==> src/rtl/fifo_uart_tx.sv <==
// UART transmitter fed from the read side of a FIFO: fetches one word per frame
// and serialises it as start, LSB-first data, optional parity and stop bits.
module fifo_uart_tx #(
  parameter int DATA_WIDTH   = 8,
  parameter int CLKS_PER_BIT = 16,
  parameter int PARITY       = 0,
  parameter int STOP_BITS    = 1
) (
  input  logic                  clk_rd,
  input  logic                  rst_n,
  input  logic                  tx_en,
  input  logic                  empty,
  output logic                  rd,
  input  logic [DATA_WIDTH-1:0] rd_data,
  output logic                  tx,
  output logic                  busy,
  output logic [15:0]           frame_count
);

  localparam int CNT_W = (CLKS_PER_BIT > 1) ? $clog2(CLKS_PER_BIT) : 1;
  localparam int IDX_W = (DATA_WIDTH > 1) ? $clog2(DATA_WIDTH) : 1;
  localparam logic [CNT_W-1:0] BAUD_LAST = CNT_W'(CLKS_PER_BIT - 1);
  localparam logic [IDX_W-1:0] IDX_LAST  = IDX_W'(DATA_WIDTH - 1);
  localparam logic             STOP_LAST = 1'(STOP_BITS - 1);
  localparam logic             PAR_ODD   = (PARITY == 2);
  localparam logic             HAS_PAR   = (PARITY != 0);

  typedef enum logic [2:0] {
    IDLE  = 3'd0,
    RD    = 3'd1,
    LATCH = 3'd2,
    START = 3'd3,
    DATA  = 3'd4,
    PAR   = 3'd5,
    STOP  = 3'd6
  } state_t;

  function automatic logic parity_of(input logic [DATA_WIDTH-1:0] word);
    return (^word) ^ PAR_ODD;
  endfunction

  state_t                  state_q, state_d;
  logic [CNT_W-1:0]        baud_q, baud_d;
  logic [IDX_W-1:0]        idx_q, idx_d;
  logic                    stop_q, stop_d;
  logic [DATA_WIDTH-1:0]   shift_q, shift_d;
  logic                    par_q, par_d;
  logic [15:0]             count_q, count_d;
  logic                    armed_q;
  logic                    tx_q, tx_d;
  logic                    rd_q, rd_d;
  logic                    busy_q, busy_d;
  logic                    baud_last_s;

  assign baud_last_s = (baud_q == BAUD_LAST);

  // Next-state, counter and datapath decode
  always_comb begin
    state_d = state_q;
    baud_d  = baud_q;
    idx_d   = idx_q;
    stop_d  = stop_q;
    shift_d = shift_q;
    par_d   = par_q;
    count_d = count_q;
    case (state_q)
      IDLE: begin
        baud_d = {CNT_W{1'b0}};
        // armed_q holds off the first fetch for one edge after reset release
        if (armed_q && tx_en && !empty) begin
          state_d = RD;
        end else begin
          state_d = IDLE;
        end
      end
      RD: begin
        state_d = LATCH;
      end
      LATCH: begin
        shift_d = rd_data;
        par_d   = parity_of(rd_data);
        baud_d  = {CNT_W{1'b0}};
        idx_d   = {IDX_W{1'b0}};
        stop_d  = 1'b0;
        state_d = START;
      end
      START: begin
        if (baud_last_s) begin
          baud_d  = {CNT_W{1'b0}};
          state_d = DATA;
        end else begin
          baud_d = baud_q + CNT_W'(1);
        end
      end
      DATA: begin
        if (baud_last_s) begin
          baud_d  = {CNT_W{1'b0}};
          shift_d = shift_q >> 1;
          if (idx_q == IDX_LAST) begin
            idx_d   = {IDX_W{1'b0}};
            state_d = HAS_PAR ? PAR : STOP;
          end else begin
            idx_d = idx_q + IDX_W'(1);
          end
        end else begin
          baud_d = baud_q + CNT_W'(1);
        end
      end
      PAR: begin
        if (baud_last_s) begin
          baud_d  = {CNT_W{1'b0}};
          stop_d  = 1'b0;
          state_d = STOP;
        end else begin
          baud_d = baud_q + CNT_W'(1);
        end
      end
      STOP: begin
        if (baud_last_s) begin
          baud_d = {CNT_W{1'b0}};
          if (stop_q == STOP_LAST) begin
            stop_d  = 1'b0;
            count_d = count_q + 16'd1;
            state_d = IDLE;
          end else begin
            stop_d = 1'b1;
          end
        end else begin
          baud_d = baud_q + CNT_W'(1);
        end
      end
      default: begin
        state_d = IDLE;
        baud_d  = {CNT_W{1'b0}};
        idx_d   = {IDX_W{1'b0}};
        stop_d  = 1'b0;
      end
    endcase
  end

  // Output pre-decode from the next state so outputs leave the flops glitch-free
  always_comb begin
    rd_d   = (state_d == RD);
    busy_d = (state_d != IDLE);
    case (state_d)
      START:   tx_d = 1'b0;
      DATA:    tx_d = shift_d[0];
      PAR:     tx_d = par_d;
      default: tx_d = 1'b1;
    endcase
  end

  // State, datapath and output registers
  always_ff @(posedge clk_rd or negedge rst_n) begin
    if (!rst_n) begin
      state_q <= IDLE;
      baud_q  <= {CNT_W{1'b0}};
      idx_q   <= {IDX_W{1'b0}};
      stop_q  <= 1'b0;
      shift_q <= {DATA_WIDTH{1'b0}};
      par_q   <= 1'b0;
      count_q <= 16'd0;
      armed_q <= 1'b0;
      tx_q    <= 1'b1;
      rd_q    <= 1'b0;
      busy_q  <= 1'b0;
    end else begin
      state_q <= state_d;
      baud_q  <= baud_d;
      idx_q   <= idx_d;
      stop_q  <= stop_d;
      shift_q <= shift_d;
      par_q   <= par_d;
      count_q <= count_d;
      armed_q <= 1'b1;
      tx_q    <= tx_d;
      rd_q    <= rd_d;
      busy_q  <= busy_d;
    end
  end

  assign tx          = tx_q;
  assign rd          = rd_q;
  assign busy        = busy_q;
  assign frame_count = count_q;

endmodule

==> config.mk <==
export PLATFORM = sky130hd
export DESIGN_NAME = fifo_uart_tx
export DESIGN_NICKNAME = d
export VERILOG_FILES = /design/src/rtl/fifo_uart_tx.sv
export SDC_FILE = /design/constraint.sdc
export NUM_CORES = 1
export LEC_CHECK = 0
export CORE_MARGIN = 1
export CORE_UTILIZATION = 30
export CTS_CLUSTER_DIAMETER = 30
export DETAILED_ROUTE_END_ITERATION = 10
export PLACE_DENSITY_LB_ADDON = 0.2
export SLEW_MARGIN = 20
export SYNTH_ARGS = -nofsm -noshare
export SYNTH_HDL_FRONTEND = slang
export SYNTH_SLANG_ARGS = --single-unit
export TNS_END_PERCENT = 50
==> constraint.sdc <==
create_clock -name clk_rd -period 2.7 [get_ports clk_rd]
set_input_delay 0.54 -clock clk_rd [delete_from_list [all_inputs] [get_ports clk_rd]]
set_output_delay 0.54 -clock clk_rd [all_outputs]
set_load 0.02 [all_outputs]
* Word level (Yosys, flattened, before mapping)
Cells that the tools add are included.
Widths: inputs -> output; s select.
** Word-level totals
- Register bits after elaboration :: 40
- Bits of input ports :: 12
- Output and inout port bits :: 19
- Word-level logic and storage cells :: 68
** Operators by class
- Add/sub/neg operators :: 3
- Equal/unequal tests :: 15
- Multiplexer cells :: 21
- Bitwise gates (word level) :: 3
- Reductions and logical operators :: 14
** Operators by type and width (count)
- $mux 3 :: 8
- $pmux 3 s7 :: 1
- $eq 3x3->1 const B :: 6
- $add 16x1->16 const B :: 1
- $pmux 8 s2 :: 1
- $eq 3x2->1 const B :: 3
- $mux 8 :: 1
- $pmux 4 s2 :: 1
- $reduce_or 4->1 :: 2
- $reduce_xor 8->1 :: 1
- $eq 3x1->1 const B :: 2
- $ne 2x2->1 const B :: 3
- $pmux 1 s3 :: 2
- $pmux 3 s2 :: 1
- $reduce_and 3->1 :: 2
- $mux 1 :: 5
- $reduce_or 5->1 :: 1
- $add 4x1->4 const B :: 1
- $eq 4x4->1 const B :: 1
- $mux 4 :: 1
- $reduce_and 2->1 :: 2
- $add 3x1->3 const B :: 1
- $logic_not 3->1 :: 1
- $not 1->1 :: 3
- 4 further kinds :: 5

* Logic depth before layout (Yosys ltp)
- Depth in word-level cells :: 6
- Gate-level depth with buffers :: 6
- Mapped depth without buffers :: 6

* Worst setup path after synthesis
OpenSTA, ideal clock, no wires.
- Path type :: register to register
- From :: register baud_q[0]
- To :: register tx_q (netlist: tx)
- Arrival :: 1.529 ns
- Data required time :: 2.615 ns
- Setup slack :: 1.086 ns
- Stages on the path, launching flop included :: 7
- Period minus slack after synthesis :: 1.614 ns
- Cells stage by stage :: dfrtp_1 ha_1 and3_1 buf_4 nor4b_1 a311oi_2 o2bb2ai_1
** Between the ends
- Cells in the longest elaborated chain, start to end :: 5
** RTL lines
- start: declaration :: RTL line 43 : logic [CNT_W-1:0] baud_q, baud_d;
- start signal: assignment :: RTL line 157 : baud_q <= {CNT_W{1'b0}};
- start signal: assignment :: RTL line 169 : baud_q <= baud_d;
- $eq 4x4->1 * :: RTL line 55 : assign baud_last_s = (baud_q == BAUD_LAST);
- $mux 3 (on tied branches)
- $pmux 3 s7 :: RTL line 66 : case (state_q)
- $eq 3x3->1 / $eq 3x2->1 (equally long branches) :: RTL line 145 : case (state_d)
- $pmux 1 s3 * :: RTL line 145
- named net tx_d :: RTL line 50 : logic tx_q, tx_d;
- end signal: assignment :: RTL line 176 : tx_q <= tx_d;
- end: declaration :: RTL line 50
The timed path passes the listed nets; every way through them passes the cells marked *. The select of a mux whose other input is x is not followed.
A chain may end at the register's enable or synchronous reset.

* Worst setup path after layout
- From :: register tx_q (netlist: tx)
- To :: output tx
** RTL lines
- end: declaration :: RTL line 15 : output logic tx,
No word-level cell between the ends.

==> flow_metrics.py <==
metrics = {
    "job": {
        "maxCapViolations": 0,
    },
    "clock_network": {
        "clock_tree.root_cell": "sky130_fd_sc_hd__clkbuf_8",
        "htree_levels": 2,
        "clock_insertion_delay_worst_skew_ns": 0.29,
        "cts.path.max_buffers": 2,
        "cts_setup_buffers": 0,
        "cts_resized": 0,
        "clk_transition_reported_paths_ns": 0.08,
        "clkSinkCount": 39,
        "cts_hold_buf": 0,
        "cts_tree": "built",
        "cts_buffers": 5,
    },
    "setup_path": {
        "path_cells": "clkdlybuf4s50_1",
        "crit_family": "buffers and inverters",
        "setup.worst_path.start_class": "flop",
        "path_buf_inv": 1,
        "critical-path-slowest-cell": "sky130_fd_sc_hd__clkdlybuf4s50_1",
        "cp_slowest_stage_delay_ns": 0.60,
        "critical_path_peak_fanout": 1,
        "worstRegToRegCells": 3,
        "timing.critical_path.depth": 1,
        "critPathRequiredTime_ns": 2.16,
        "criticalPathCategory": "flop to output pin",
        "endpoint_class_of_the_critical_path": "output pin",
        "arrival_ns": 1.42,
    },
    "routing": {
        "drtIter0Drc": 93,
        "firstDrtPassIters": 4,
        "via_per_inst": 5.08,
        "detailroute.via_count": 1504,
        "wl_um": 3940,
        "postRouteAntennaNets": 0,
        "wire_per_inst_um": 13.3,
        "drcViolationCount": 0,
    },
    "sta": {
        "min_period_over_period_pct": 72.6,
        "layout_setup_ws_ns": 0.740,
        "period_minus_slack_ns": 1.96,
        "max_slew_margin_pct": 41.2,
        "fin_setup_tns_ns": 0,
        "pins_over_their_slew_limit": 0,
        "achievable-frequency_ghz": 0.510,
        "report.final.setup_viol": 0,
        "worst_clock_skew_ns": 0.00757,
        "tightest_slew_ns": 0.881,
        "hold_ws_ns": 0.359,
        "setup_repair_after_global_routing_missed_its_margin": "no",
        "hold_violations": 0,
    },
    "yosys": {
        "postSynthCellCount": 188,
        "post_synth_instance_area_um2": 1980,
        "synth.yosys.warnings": 0,
        "synthArstFlopShare_pct": 100,
        "yosysSeqAreaShare_pct": 49.4,
        "synth_most_common_cell": "sky130_fd_sc_hd__dfrtp_1",
        "synthDominantAreaCellType": "sky130_fd_sc_hd__dfrtp_1",
        "synth_common_cells": "sky130_fd_sc_hd__dfrtp_1 (38), sky130_fd_sc_hd__nand2_1 (24), sky130_fd_sc_hd__xnor2_1 (21)",
        "synth_nets": 204,
        "netlist.area_leader.share_pct": 48.1,
        "postSynthAreaPerCell_um2": 10.5,
        "synthDistinctLibCells": 46,
        "synth_ff_type": "sky130_fd_sc_hd__dfrtp_1",
        "synth.area.top_cells": "sky130_fd_sc_hd__dfrtp_1 (48%), sky130_fd_sc_hd__xnor2_1 (9.3%), sky130_fd_sc_hd__nand2_1 (4.6%)",
        "synth_edf_count": 0,
        "ys_seq_elements": 39,
    },
    "cells_and_area": {
        "fin_util_pct": 38.2,
        "postLayoutCellArea_um2": 2430,
        "num_antenna_cells": 0,
        "post_route_cells_drive_above_1_share_pct": 8.22,
        "syn2layout_area_growth_pct": 22.6,
        "layout.cells.non_filler": 296,
        "num-fill-cells": 637,
        "fin_nets": 234,
    },
    "run_status": {
        "status": "completed",
    },
    "floorplanning": {
        "floorplan.initialDensity_pct": 31.2,
        "std_cell_rows": 29,
        "fp.dieW_um": 83.2,
        "die_area_um2": 6920,
        "core_area_um2": 6350,
        "design.portCount": 31,
        "y_dimension_of_the_die_um": 83.2,
    },
    "placement": {
        "instance_count_after_placement_with_tap_cells_included": 288,
        "port-buffer-count": 30,
        "pre_cts_slack_ns": 0.774,
        "detailed_place.area_um2": 2340,
        "place_hpwl_um": 2760,
        "place_congestion": 0.788,
    },
    "grt": {
        "via_count_of_the_first_global_routing_pass": 1460,
        "antenna_found_initial": 0,
        "grt_start_max_net_pins": 40,
        "grt_util_all_layers_pct": 12.5,
        "global_route_wire_length_before_repair_um": 7020,
        "grt_overflow": 0,
    },
    "pwr": {
        "leakagePower_nw": 1.02,
        "pwr_density_cell_nw_per_um2": 654,
        "final_total_pwr_mw": 1.59,
        "vdd.ir_drop.worst_mv": 0.288,
    },
    "worst_hold_path": {
        "worstHoldPathType": "input port to async pin",
    },
}
## worst paths after layout
check | end | from | slack, ns
max in group asynchronous | shift_q[3]$_DFFE_PN0P_ | rst_n | 1.78
worst min-delay path | frame_count[0]$_DFFE_PN0P_ | rst_n | 0.36
worst min register to register | frame_count[15]$_DFFE_PN0P_ | frame_count[15]$_DFFE_PN0P_ | 0.47
worst max-delay path | tx | tx$_DFF_PN1_ | 0.74
min in group clk_rd | frame_count[15]$_DFFE_PN0P_ | frame_count[15]$_DFFE_PN0P_ | 0.47
worst max register to register | shift_q[7]$_DFFE_PN0P_ | state_q[2]$_DFF_PN0_ | 0.78
## layer usage
metal  vias up  GRT usage, %  wire length, um
met5         -             0                0
met4         0          3.76               48
met3         7          3.28              201
met2        39          19.6             1760
met1       726          16.9             1930
li1        732             -                -
## power breakdown
part	switching, mW	internal [mW]
combinational	0.200	0.178
clock	0.209	0.181
sequential	0.125	0.695
## cell families after synthesis
| kind of cell | after synthesis | synth area share [%] |
|---|---|---|
| buffers and inverters | 14 | 3.16 |
| other | 1 | 0.190 |
| AOI/OAI and AO/OA | 37 | 13.7 |
| and+or+nand+nor | 69 | 20.2 |
| DFF | 39 | 49.4 |
| adders and majority gates | 4 | 2.53 |
| muxes | 1 | 0.569 |
| xor gates and xnor gates | 23 | 10.2 |
## area by class of cell
type	instances	area [um^2]	area share [%]
repair buffers	32	310	12.8
multi-input cells	135	938	38.7
well taps	77	96.3	3.97
clock inverters	2	12.5	0.516
clock buffers	6	72.6	2.99
inverters	5	18.8	0.774
flip-flops and latches	39	977	40.3
## sequential cells by signal (all words and copies together), names as in the netlist
name	flops
baud_q	4
armed_q	1
frame_count	16
tx	1
rd	1
shift_q	8
par_q	1
state_q	3
busy	1
idx_q	3
## cell usage in the layout, fill, tap and decap left out, types with 2 or more instances in the layout
master / netlist / final
sky130_fd_sc_hd__a21oi_1: 5 / 5
sky130_fd_sc_hd__a22o_1: 2 / 2
sky130_fd_sc_hd__a22oi_1: 8 / 8
sky130_fd_sc_hd__a32o_1: 2 / 2
sky130_fd_sc_hd__and3_1: 4 / 4
sky130_fd_sc_hd__and4_1: 3 / 3
sky130_fd_sc_hd__buf_4: 1 / 2
sky130_fd_sc_hd__clkbuf_8: 0 / 5
sky130_fd_sc_hd__clkdlybuf4s50_1: 0 / 29
sky130_fd_sc_hd__dfrtp_1: 38 / 38
sky130_fd_sc_hd__ha_1: 4 / 4
sky130_fd_sc_hd__inv_1: 5 / 5
sky130_fd_sc_hd__nand2_1: 24 / 24
sky130_fd_sc_hd__nand3_1: 10 / 10
sky130_fd_sc_hd__nand3b_1: 2 / 2
sky130_fd_sc_hd__nand4_1: 4 / 4
sky130_fd_sc_hd__nor2_1: 7 / 7
sky130_fd_sc_hd__nor2b_1: 3 / 3
sky130_fd_sc_hd__nor3_1: 3 / 3
sky130_fd_sc_hd__nor4_4: 2 / 2
sky130_fd_sc_hd__o21ai_0: 7 / 7
sky130_fd_sc_hd__o22ai_1: 2 / 2
sky130_fd_sc_hd__xnor2_1: 21 / 21
sky130_fd_sc_hd__xor2_1: 2 / 2
(Power assumes the default switching activity.)
==> edit (config.mk and constraints unchanged) <==
The output `tx` loses its register stage (`tx_q` becomes a continuous assignment).
--- a/src/rtl/fifo_uart_tx.sv
+++ b/src/rtl/fifo_uart_tx.sv
@@ -163,3 +163,2 @@
       armed_q <= 1'b0;
-      tx_q    <= 1'b1;
       rd_q    <= 1'b0;
@@ -175,3 +174,2 @@
       armed_q <= 1'b1;
-      tx_q    <= tx_d;
       rd_q    <= rd_d;
@@ -180,2 +178,4 @@
   end
+
+  assign tx_q = tx_d;
 
Check against the original RTL: not equivalent (Yosys sat finds a counterexample within 4 cycles, from zero or initial values and one cycle with rst_n low).
==> edit against the original RTL <==
Combinational power grew 34%; power grew 15%; routed wire length grew 2.2%; first-iteration DRC count shrank 51%; largest cell class unchanged; setup slack lost 0.53 ns; area after synthesis shrank 1.3%; sequential share of layout area shrank 3.0 points; sequential cell count shrank 1; die area shrank 1.3%; cell area grew 5.2%.
==> edit: results (changes against the original RTL) <==
CP peak stage delay -> 0.39 ns (-0.21 ns)
Final GP Congestion -> 0.723 (-8.2%)
Delay-heaviest family, CP -> compound AO/OA/AOI/OAI gates
Layout cell share with drive strength beyond 1 -> 0.142 (+0.0600)
Actual slew at the worst max-slew pin -> 0.833 ns (-0.0483 ns)
R2r startpoint -> state_q[0]$_DFF_PN0_
Worst clock skew -> 0.00722 ns (-0.000341 ns)
First-pass GRT wire length -> 6930 um (-1.2%)
Status -> complete, no violations
Largest net degree at the start of global routing -> 39 (-2.5%)
Leakage -> 1.11 nW (+8.5%)
Number of global-route vias before repair -> 1439 (-1.4%)
Top post-synthesis cells by area -> dfrtp_1 49%, xnor2_1 9.4%, nand2_1 4.6%, a22oi_1 3.1%, ha_1 2.6%
Crit path DAT -> 1.95 ns (+0.53 ns)
Worst reg2reg path endpoint -> frame_count[7]$_DFFE_PN0P_
Yosys cell types -> 45 (-2.2%)
Syn nets -> 203 (-0.49%)
Post-detail-place hpwl -> 3030 um (+9.6%)
Drt via density -> 4.94 (-2.7%)
Starting DRC count in detailed routing -> 46 (-51%)
Crit-path slowest cell -> dfrtp_1
FF-to-FF path depth -> 5 (+2)
R2r setup slk -> 0.92 ns (+0.14 ns)
CP max FO -> 3 (+2)
Detailed Route WL -> 4020 um (+2.2%)
edit: cell types whose count changed after synthesis, sizes merged:
cell and change:
dfstp -1
edit: logic make-up after synthesis:
logic type / after synthesis / share of synthesized area
flip-flops: 38 / 0.487
other: 1 / 0.00192
buffers and inverters: 14 / 0.0321
multiplexers: 1 / 0.00577
XOR/XNOR: 23 / 0.103
AND/OR/NAND/NOR: 69 / 0.205
adder cells (fa/ha/maj): 4 / 0.0256
AO/OA/AOI/OAI: 37 / 0.139
edit: area by class of cell:
class,instances,area share
Clock buffer,5,0.0270
Multi-Input combinational cell,135,0.368
Inverter,5,0.00735
Tap cell,77,0.0377
Clock inverter,3,0.0270
Timing Repair Buffer,46,0.161
Sequential cell,38,0.373
edit: worst max path at each step:
stage | start | end | slack [ns] | cells past startpoint
finish | baud_q[1]$_DFFE_PN0N_ | tx | 0.21 | 6
detailed placement | empty | tx | -0.06 | 6
global route | baud_q[0]$_DFFE_PN0N_ | tx | 0.12 | 6
floorplan | baud_q[0]$_DFFE_PN0N_ | tx | 0.53 | 6
CTS | baud_q[1]$_DFFE_PN0N_ | tx | 0.02 | 6
global placement | empty | tx | -0.05 | 6
edit: repair_timing:
action	4_1_cts	5_1_grt
endpoints found under the hold margin	0	0
gates resized for setup	1	2
cloned	0	0
endpoints found under the setup margin	1	1
edit: layer usage:
metal | vias to the layer above | GRT usage | part of all wire
met1 | 731 | 0.189 | 0.51
met2 | 30 | 0.206 | 0.45
met5 | - | 0 | 0
li1 | 762 | - | -
met3 | 4 | 0.0407 | 0.041
met4 | 0 | 0.0259 | 0.0062
edit: where the power goes:
part | switching, mW | leakage, nW | internal (mW)
clock network | 0.210 | 0.0683 | 0.370
registers | 0.0709 | 0.493 | 0.673
logic | 0.267 | 0.547 | 0.239
total | 0.549 | 1.11 | 1.28
